===== src/rtl/issue_scheduler_pkg.sv =====
//==============================================================================
// issue_scheduler_pkg : condition codes, FSM states and flag constants
// Rev 1.0
//==============================================================================
`default_nettype none

package issue_scheduler_pkg;

    localparam logic [2:0] PEND_MAX = 3'd7;

    localparam int FLAG_N = 3;
    localparam int FLAG_Z = 2;
    localparam int FLAG_C = 1;
    localparam int FLAG_V = 0;

    localparam logic [3:0] COND_EQ = 4'b0000;
    localparam logic [3:0] COND_NE = 4'b0001;
    localparam logic [3:0] COND_CS = 4'b0010;
    localparam logic [3:0] COND_CC = 4'b0011;
    localparam logic [3:0] COND_MI = 4'b0100;
    localparam logic [3:0] COND_PL = 4'b0101;
    localparam logic [3:0] COND_VS = 4'b0110;
    localparam logic [3:0] COND_VC = 4'b0111;
    localparam logic [3:0] COND_HI = 4'b1000;
    localparam logic [3:0] COND_LS = 4'b1001;
    localparam logic [3:0] COND_GE = 4'b1010;
    localparam logic [3:0] COND_LT = 4'b1011;
    localparam logic [3:0] COND_GT = 4'b1100;
    localparam logic [3:0] COND_LE = 4'b1101;
    localparam logic [3:0] COND_AL = 4'b1110;
    localparam logic [3:0] COND_NV = 4'b1111;

    typedef enum logic [1:0] {
        ST_IDLE       = 2'd0,
        ST_EVAL       = 2'd1,
        ST_WAIT_FLAGS = 2'd2,
        ST_ISSUE      = 2'd3
    } state_t;

    // Data-processing instruction with the S bit set
    function automatic logic is_flag_setter(input logic [31:0] word);
        return (word[27:26] == 2'b00) && word[20];
    endfunction

endpackage

`default_nettype wire


===== src/rtl/issue_scheduler_if.sv =====
//==============================================================================
// issue_scheduler_if : fetch-side and decode-side handshakes of the scheduler
// Rev 1.0
//==============================================================================
`default_nettype none

interface issue_scheduler_if;
    logic        in_valid;
    logic [31:0] in_data;
    logic        in_ready;
    logic        out_valid;
    logic [31:0] out_data;
    logic        out_ready;

    modport master (
        output in_valid, in_data, out_ready,
        input  in_ready, out_valid, out_data
    );

    modport slave (
        input  in_valid, in_data, out_ready,
        output in_ready, out_valid, out_data
    );
endinterface

`default_nettype wire


===== src/rtl/issue_scheduler_cond_check.sv =====
//==============================================================================
// issue_scheduler_cond_check : ARM condition-code evaluation against N,Z,C,V
// Rev 1.0
//==============================================================================
`default_nettype none

module issue_scheduler_cond_check
    import issue_scheduler_pkg::*;
(
    input  logic [3:0] cond,
    input  logic [3:0] cpsr_flags,
    output logic       pass
);
    logic w_n, w_z, w_c, w_v;

    assign w_n = cpsr_flags[FLAG_N];
    assign w_z = cpsr_flags[FLAG_Z];
    assign w_c = cpsr_flags[FLAG_C];
    assign w_v = cpsr_flags[FLAG_V];

    always_comb begin
        pass = 1'b0;
        case (cond)
            COND_EQ: pass = w_z;
            COND_NE: pass = !w_z;
            COND_CS: pass = w_c;
            COND_CC: pass = !w_c;
            COND_MI: pass = w_n;
            COND_PL: pass = !w_n;
            COND_VS: pass = w_v;
            COND_VC: pass = !w_v;
            COND_HI: pass = w_c && !w_z;
            COND_LS: pass = !w_c || w_z;
            COND_GE: pass = (w_n == w_v);
            COND_LT: pass = (w_n != w_v);
            COND_GT: pass = !w_z && (w_n == w_v);
            COND_LE: pass = w_z || (w_n != w_v);
            COND_AL: pass = 1'b1;
            COND_NV: pass = 1'b0;
            default: pass = 1'b0;
        endcase
    end
endmodule

`default_nettype wire


===== src/rtl/issue_scheduler.sv =====
//==============================================================================
// issue_scheduler : single-entry hold that issues conditional instructions once
//                   in-flight flag writers have retired. Rev 1.0
//==============================================================================
`default_nettype none

module issue_scheduler
    import issue_scheduler_pkg::*;
(
    input  logic                clk,
    input  logic                reset,
    issue_scheduler_if.slave    bus,
    input  logic [3:0]          cpsr_flags,
    input  logic                flag_done,
    input  logic                flush,
    output logic [2:0]          pending,
    output logic [15:0]         squash_count
);
    state_t      r_state;
    state_t      w_next;
    logic [31:0] r_hold;
    logic [31:0] r_last;
    logic [2:0]  r_pending;
    logic [15:0] r_squash;

    logic w_pass, w_setter, w_stall, w_is_al;
    logic w_in_xfer, w_out_xfer, w_eval_fail, w_inc, w_dec;

    issue_scheduler_cond_check u_cond_check (
        .cond       (r_hold[31:28]),
        .cpsr_flags (cpsr_flags),
        .pass       (w_pass)
    );

    assign w_setter    = is_flag_setter(r_hold);
    assign w_stall     = w_setter && (r_pending == PEND_MAX);
    assign w_is_al     = (r_hold[31:28] == COND_AL);
    assign w_in_xfer   = bus.in_valid && bus.in_ready;
    assign w_out_xfer  = bus.out_valid && bus.out_ready;
    // Flags are only trusted when no writer is in flight
    assign w_eval_fail = (r_state == ST_EVAL) && !w_is_al && (r_pending == 3'd0) && !w_pass;
    assign w_inc       = w_out_xfer && w_setter;
    assign w_dec       = flag_done && (r_pending != 3'd0);

    always_ff @(posedge clk or posedge reset) begin
        if (reset) begin
            r_state <= ST_IDLE;
        end else begin
            r_state <= w_next;
        end
    end

    always_comb begin
        w_next = r_state;
        if (flush) begin
            w_next = ST_IDLE;
        end else begin
            case (r_state)
                ST_IDLE: begin
                    if (w_in_xfer) w_next = ST_EVAL;
                end
                ST_EVAL: begin
                    if (w_is_al || ((r_pending == 3'd0) && w_pass)) w_next = ST_ISSUE;
                    else if (r_pending != 3'd0)                    w_next = ST_WAIT_FLAGS;
                    else                                           w_next = ST_IDLE;
                end
                ST_WAIT_FLAGS: begin
                    if (r_pending == 3'd0) w_next = ST_EVAL;
                end
                ST_ISSUE: begin
                    if (w_out_xfer) w_next = ST_IDLE;
                end
                default: w_next = ST_IDLE;
            endcase
        end
    end

    always_comb begin
        bus.in_ready  = (r_state == ST_IDLE) && !reset;
        bus.out_valid = (r_state == ST_ISSUE) && !w_stall;
        bus.out_data  = (r_state == ST_ISSUE) ? r_hold : r_last;
    end

    // An out transfer coinciding with flush still retires the word and counts
    always_ff @(posedge clk or posedge reset) begin
        if (reset) begin
            r_hold    <= '0;
            r_last    <= '0;
            r_pending <= '0;
            r_squash  <= '0;
        end else begin
            if (w_out_xfer) r_last <= r_hold;
            if (flush || w_eval_fail) begin
                r_hold <= '0;
            end else if (w_in_xfer) begin
                r_hold <= bus.in_data;
            end
            if (w_eval_fail && !flush) r_squash <= r_squash + 16'd1;
            r_pending <= r_pending + {2'b00, w_inc} - {2'b00, w_dec};
        end
    end

    assign pending      = r_pending;
    assign squash_count = r_squash;
endmodule

`default_nettype wire


===== src/flat_wrapper.sv =====
// flat-port wrapper written by rule: the top's interface ports become plain ports
module issue_scheduler_flat import issue_scheduler_pkg::*;
  (clk, reset, cpsr_flags, flag_done, flush, pending, squash_count, bus_in_valid, bus_in_data, bus_out_ready, bus_in_ready, bus_out_valid, bus_out_data);
  issue_scheduler_if bus_i ();
  input  logic clk;
  input  logic reset;
  input  logic [3:0] cpsr_flags;
  input  logic flag_done;
  input  logic flush;
  output logic [2:0] pending;
  output logic [15:0] squash_count;
  input wire logic [$bits(bus_i.in_valid)-1:0] bus_in_valid;
  input wire logic [$bits(bus_i.in_data)-1:0] bus_in_data;
  input wire logic [$bits(bus_i.out_ready)-1:0] bus_out_ready;
  output wire logic [$bits(bus_i.in_ready)-1:0] bus_in_ready;
  output wire logic [$bits(bus_i.out_valid)-1:0] bus_out_valid;
  output wire logic [$bits(bus_i.out_data)-1:0] bus_out_data;
  assign bus_i.in_valid = bus_in_valid;
  assign bus_i.in_data = bus_in_data;
  assign bus_i.out_ready = bus_out_ready;
  assign bus_in_ready = bus_i.in_ready;
  assign bus_out_valid = bus_i.out_valid;
  assign bus_out_data = bus_i.out_data;
  issue_scheduler u_core (.clk(clk), .reset(reset), .bus(bus_i), .cpsr_flags(cpsr_flags), .flag_done(flag_done), .flush(flush), .pending(pending), .squash_count(squash_count));
endmodule

===== config.mk =====
export PLATFORM = sky130hd
export DESIGN_NAME = issue_scheduler_flat
export DESIGN_NICKNAME = d
export VERILOG_FILES = /design/src/rtl/issue_scheduler_pkg.sv /design/src/rtl/issue_scheduler_if.sv /design/src/rtl/issue_scheduler_cond_check.sv /design/src/rtl/issue_scheduler.sv /design/src/flat_wrapper.sv
export SDC_FILE = /design/constraint.sdc
export NUM_CORES = 1
export LEC_CHECK = 0
export CAP_MARGIN = 5
export CORE_ASPECT_RATIO = 1.5
export CORE_MARGIN = 2
export CORE_UTILIZATION = 45
export CTS_CLUSTER_SIZE = 16
export DETAILED_ROUTE_END_ITERATION = 6
export PLACE_DENSITY = 0.76
export SYNTH_ARGS = -nofsm -noshare
export SYNTH_HDL_FRONTEND = slang
export SYNTH_SLANG_ARGS = --single-unit

===== constraint.sdc =====
create_clock -name clk -period 2.84 [get_ports clk]
set_clock_uncertainty 0.05 [all_clocks]
set_input_delay 0.426 -clock clk [delete_from_list [all_inputs] [get_ports clk]]
set_output_delay 0.426 -clock clk [all_outputs]
set_load 0.05 [all_outputs]

* After elaboration in Yosys (flattened, before gate mapping)
Index checks and enable logic that the tools add are counted.
** Cells by class
- Equal/unequal tests :: 24
- Muxes and demuxes :: 11
- Add/sub/neg operators :: 3
- Reductions and logical operators :: 35
** Operators with widths (number)
- $mux 32 :: 3
- $eq 4x4->1 const B :: 8
- $add 16x1->16 const B :: 1
- $eq 4x3->1 const B :: 4
- $pmux 1 s16 :: 1
- $logic_and 1x1->1 :: 15
- $mux 2 :: 6
- $logic_not 1->1 :: 9
- $ne 3x2->1 const B :: 3
- $eq 4x2->1 const B :: 2
- $pmux 2 s4 :: 1
- $eq 2x2->1 const B :: 2
- $eq 4x1->1 const B :: 1
- $logic_not 2->1 :: 2
- $logic_not 4->1 :: 1
- $logic_or 1x1->1 :: 4
- $add 3x1->3 :: 1
- $eq 3x3->1 const B :: 1
- $logic_not 3->1 :: 1
- $reduce_and 3->1 :: 1
- $reduce_bool 3->1 :: 1
- $sub 3x1->3 :: 1
- $eq 2x1->1 const B :: 1
- $reduce_bool 2->1 :: 1
- 2 further kinds :: 2
** Word-level totals
- Logic and storage cells :: 78
- Flip-flop bits (word level) :: 85

* Longest topological paths before layout
- Word-level depth :: 9
- Depth in mapped cells :: 9
- Depth with buffers taken out :: 9

* Hierarchy
From an unflattened synthesis, not the netlist that was laid out.
** Unflattened totals
- Cell total of the unflattened synthesis :: 370
- Area total of the unflattened synthesis :: 4184.0 um^2
** By module, submodules not included
- issue_scheduler :: sequential area each 2127.0 um^2, area an instance 4028.9 um^2, cells an instance 347, instances 1
- issue_scheduler_cond_check :: sequential area each 0.0 um^2, area an instance 155.1 um^2, cells an instance 23, instances 1

* Worst setup path before layout
Ideal clock, no wire load.
- Kind :: reg2reg
- Start :: register u_core.r_pending[1] (netlist: u_core.pending[1])
- End :: register u_core.r_pending[2] (netlist: u_core.pending[2])
- Data arrival time :: 2746 ps
- Cell stages (with the launch flop) :: 8
- Path buffers :: 0
- Library setup time :: 143 ps
- Required time :: 2647 ps
- Slack :: -99 ps
- Cell sequence :: dfrtp_1 a41oi_1 and3_1 ha_1 inv_1 fa_1 xnor2_1 xnor2_1
** Between the ends
- Word-level cells in the longest chain between the ends :: 8
- Elaborated cells on any way between the ends :: 10
- Classes of those cells :: 2 x add/sub; 1 x eq/ne; 7 x reduce/logical
** RTL lines
- start: declaration :: line issue_scheduler.sv:23 : logic [2:0] r_pending;
- start signal: assignment :: line issue_scheduler.sv:99 : r_pending <= r_pending + {2'b00, w_inc} - {2'b00, w_dec};
- $eq 3x3->1 :: line issue_scheduler.sv:36 : assign w_stall = w_setter && (r_pending == PEND_MAX);
- $logic_and 1x1->1 :: line issue_scheduler.sv:36
- $logic_not 1->1 :: line issue_scheduler.sv:80 : bus.out_valid = (r_state == ST_ISSUE) && !w_stall;
- $logic_and 1x1->1 :: line issue_scheduler.sv:80
- via bus_out_valid :: line flat_wrapper.sv:16 : output wire logic [$bits(bus_i.out_valid)-1:0] bus_out_valid;
- $logic_and 1x1->1 :: line issue_scheduler.sv:39 : assign w_out_xfer = bus.out_valid && bus.out_ready;
- $logic_and 1x1->1 :: line issue_scheduler.sv:42 : assign w_inc = w_out_xfer && w_setter;
- $add 3x1->3 :: line issue_scheduler.sv:99
- $sub 3x1->3 :: line issue_scheduler.sv:99
The timed path passes the listed nets, and every way through them passes these cells.
A chain may end at the register's enable or synchronous reset.

* Worst setup path after layout
- Start :: input port reset
- End :: output port bus_in_ready
** Between the ends
- Word-level cells in the longest chain between the ends :: 2
** RTL lines
- start: declaration :: line flat_wrapper.sv:6 : input logic reset;
- $logic_not 1->1 (no line)
- $logic_and 1x1->1 :: line issue_scheduler.sv:79 : bus.in_ready = (r_state == ST_IDLE) && !reset;
- end: declaration :: line flat_wrapper.sv:15 : output wire logic [$bits(bus_i.in_ready)-1:0] bus_in_ready;
No other way between the ends.

==> flow_summary.yaml <==
yosys:
  synth_seq_cells: 85
  synth_edf_count: 0
  ys_seq_area_share_pct: 51.38
  yosysUniqueCellTypes: 42
  postSynthNetCount: 423
  avgSynthCellArea_um2: 10.98
  postSynth.asyncResetShare_pct: 100.0
  syn_inst: 377
  ys.flop_type: "dfrtp_1"
  synth.cell_area_um2: 4140
  yosys_warnings: 0
power:
  switching_power_w: 0.001169
  p_int_w: 0.002432
  cellPowerDensity_nw_per_um2: 617.8
  peakVddDrop_v: 0.0003546
  comb_power_share_pct: 29.7
  p_leak_nw: 2.647
  clockPowerShare_pct: 30.3
  pwr-share-seq_pct: 40.0
  p_sw_share_pct: 32.47
cts:
  ctsHoldBuffers: 0
  cts_made_buffers: 9
  clk_pin_slew_ns: 0.06
  cts_root_buf: "clkbuf_16"
  clk_latency_ns: 0.33
  cts.sinks: 85
  h-tree-depth: 3
  clk_path_buf_depth: 2
  cts_tree: "built"
  cts_setup_buffers: 0
  cts_resized: 0
setup_path:
  crit_top_cell: "clkdlybuf4s50_1"
  worstPathCellList: "clkdlybuf4s50_1 -> nor3_1 -> clkdlybuf4s50_1"
  critPathArrivalTime_ns: 2.09
  slowest_stage: "clkdlybuf4s50_1"
  cp.required_ns: 2.36
  end_kind: "primary output"
  cp_max_fo: 3
  critical_path_class: "in2out"
  cp-start-kind: "input port"
  cp_slowest_stage_delay_ns: 0.88
global_routing:
  grt.total_usage_pct: 20.16
  grt_antenna_before_repair: 0
  grt_pass1_vias: 3305
  grt_overflow: 0
  grt_pass1_wl_mm: 15.40
  grt_max_degree: 38
min_path:
  hold_class: "reg2reg"
detailed_routing:
  avgViaCountPerCell: 5.284
  routed_wl_mm: 9.268
  postRouteAntennaNets: 0
  drt-initial-drc-count: 184
  wl_per_cell_um: 15.87
  drt_first_pass_iters: 4
  via_count: 3086
  remaining_drc_errors: 0
sta:
  setup_viol: 0
  finalCritPeriodShare_pct: 90.48
  max_freq_ghz: 0.3891
  worst_slew_pin_slew_ns: 0.6135
  fin_ws_ns: 0.2703
  period_minus_slack_ns: 2.570
  tns_ns: 0
  finalHoldViolCount: 0
  slew_viol_final: 0
  rsz0062_at_grt: "no"
  relSlewSlack_pct: 59.05
floorplan:
  fp.dieH_um: 121.5
  die_area_um2: 9999
  fp.dieW_um: 82.32
  start_util_pct: 46.62
  pin_count: 95
  core_area_um2: 8881
  row_count: 42
final_layout:
  n_fill_cell: 680
  drive_gt1_share_pct: 27.64
  design_area_um2: 5828
  mostFrequentLayoutCells: "dfrtp_1, nand2_1, mux2_2"
  nNetsFinal: 515
  area_delta_synth_final_pct: 40.77
  layout.cells.non_filler: 584
  finalCoreUtilization_pct: 65.62
  final_common_cell: "dfrtp_1"
  diodes: 0
place:
  postPlaceCellArea_um2: 5549
  dp.cells: 568
  gp_congestion: 0.8049
  port_buffers: 94
  place_worst_setup_slack_ns: 0.1855
  dp_hpwl_mm: 6.435
flow_run:
  drv_cap: 0
run_status:
  outcome: "complete, no violations"
-- per-layer routing --
layer	vias to the layer above	global-route usage, %	part of all wire (%)	wire, um
li1	1477	-	-	-
met1	1525	24.03	40	3717
met2	71	34.98	54	5030
met3	13	3.943	3.5	326
met4	0	7.604	2.1	194
met5	-	0	0	0
-- kinds of logic (layout without fill, tap and decap cells) --
| logic type | count (synthesis) | count (layout) | synth area share (%) |
|---|---|---|---|
| and+or+nand+nor | 122 | 122 | 15.08 |
| DFF | 85 | 85 | 51.38 |
| muxes | 66 | 66 | 17.86 |
| AOI/OAI and AO/OA | 52 | 52 | 7.223 |
| buffers and inverters | 30 | 127 | 3.264 |
| xor gates and xnor gates | 18 | 18 | 3.808 |
| adders and majority gates | 4 | 4 | 1.390 |
-- flip-flops by register name (all words and copies together) (netlist names) --
signal and count:
u_core.r_hold 32, u_core.r_last 32, u_core.squash_count 16, u_core.pending 3, u_core.r_state 2
-- cell type report --
type                    count  area [um2]  share of cell area (%)
clock buffers              12       256.5                   4.401
clock inverters             4       22.52                  0.3864
inverters                   7       27.53                  0.4723
multi-input cells         262        1886                   32.35
flip-flops and latches     85        2127                   36.50
well taps                 110       137.6                   2.362
repair buffers            104        1371                   23.53
-- metrics by stage --
step | power, W | hold WS [ns]
finish | 0.003601 | 0.4214
global route | 0.003759 | 0.4428
CTS | 0.003635 | 0.4239
detailed placement | 0.002537 | 0.4091
global placement | 0.002514 | 0.4067
floorplan | 0.002090 | 0.3997
-- synth_stat cells (2+ instances only) --
library cell  instances  area share (%)
a21oi_1              39             4.7
o21ai_0               3            0.36
xor2_1               13             2.8
mux2_2               63              17
dfrtp_1              85              51
clkbuf_1             16             1.5
a31oi_1               2            0.30
xnor2_1               5             1.1
nand3_1               7            0.85
mux2i_1               3            0.73
nor4_1                2            0.30
buf_2                 3            0.36
nand2b_1              3            0.45
nor4_4                4             2.1
inv_1                 7            0.63
buf_6                 2            0.54
nand4_1               2            0.30
ha_1                  3            0.91
nor3_1                8            0.97
nand2_1              77             7.0
o21a_1                2            0.36
or3_1                 3            0.45
nor2_1                3            0.27
a211oi_1              2            0.36
and2_1                2            0.30
nor2b_1               2            0.30
-- power groups by stage --
stage          Sequential (W)  Combinational (W)  Clock (W)
6_report              0.00144            0.00107    0.00109
2_1_floorplan         0.00154           0.000550          0
3_3_place_gp          0.00145            0.00106          0
4_1_cts               0.00144            0.00109    0.00111
5_1_grt               0.00146            0.00114    0.00117
3_5_place_dp          0.00146            0.00108          0
-- critical path, delay by kind of cell --
family,cells,cell delay [ns]
buffers and inverters,2,1.34
AND/OR/NAND/NOR,1,0.33
-- path summary, 6_finish.rpt --
| path | end | cells past startpoint | startpoint | slack [ns] |
|---|---|---|---|---|
| worst max-delay path | bus_in_ready | 3 | reset | 0.27 |
| worst min-delay path | u_core.squash_count[15] | 1 | u_core.squash_count[15] | 0.42 |
| worst max register to register | u_core.pending[2] | 9 | u_core.pending[1] | 0.41 |
| worst min register to register | u_core.squash_count[15] | 1 | u_core.squash_count[15] | 0.42 |
| max in group asynchronous | u_core.r_last[28] | 3 | reset | 1.63 |
| min in group asynchronous | u_core.r_hold[29] | 2 | reset | 0.49 |
No activity file was read; power rests on OpenSTA's default activity.
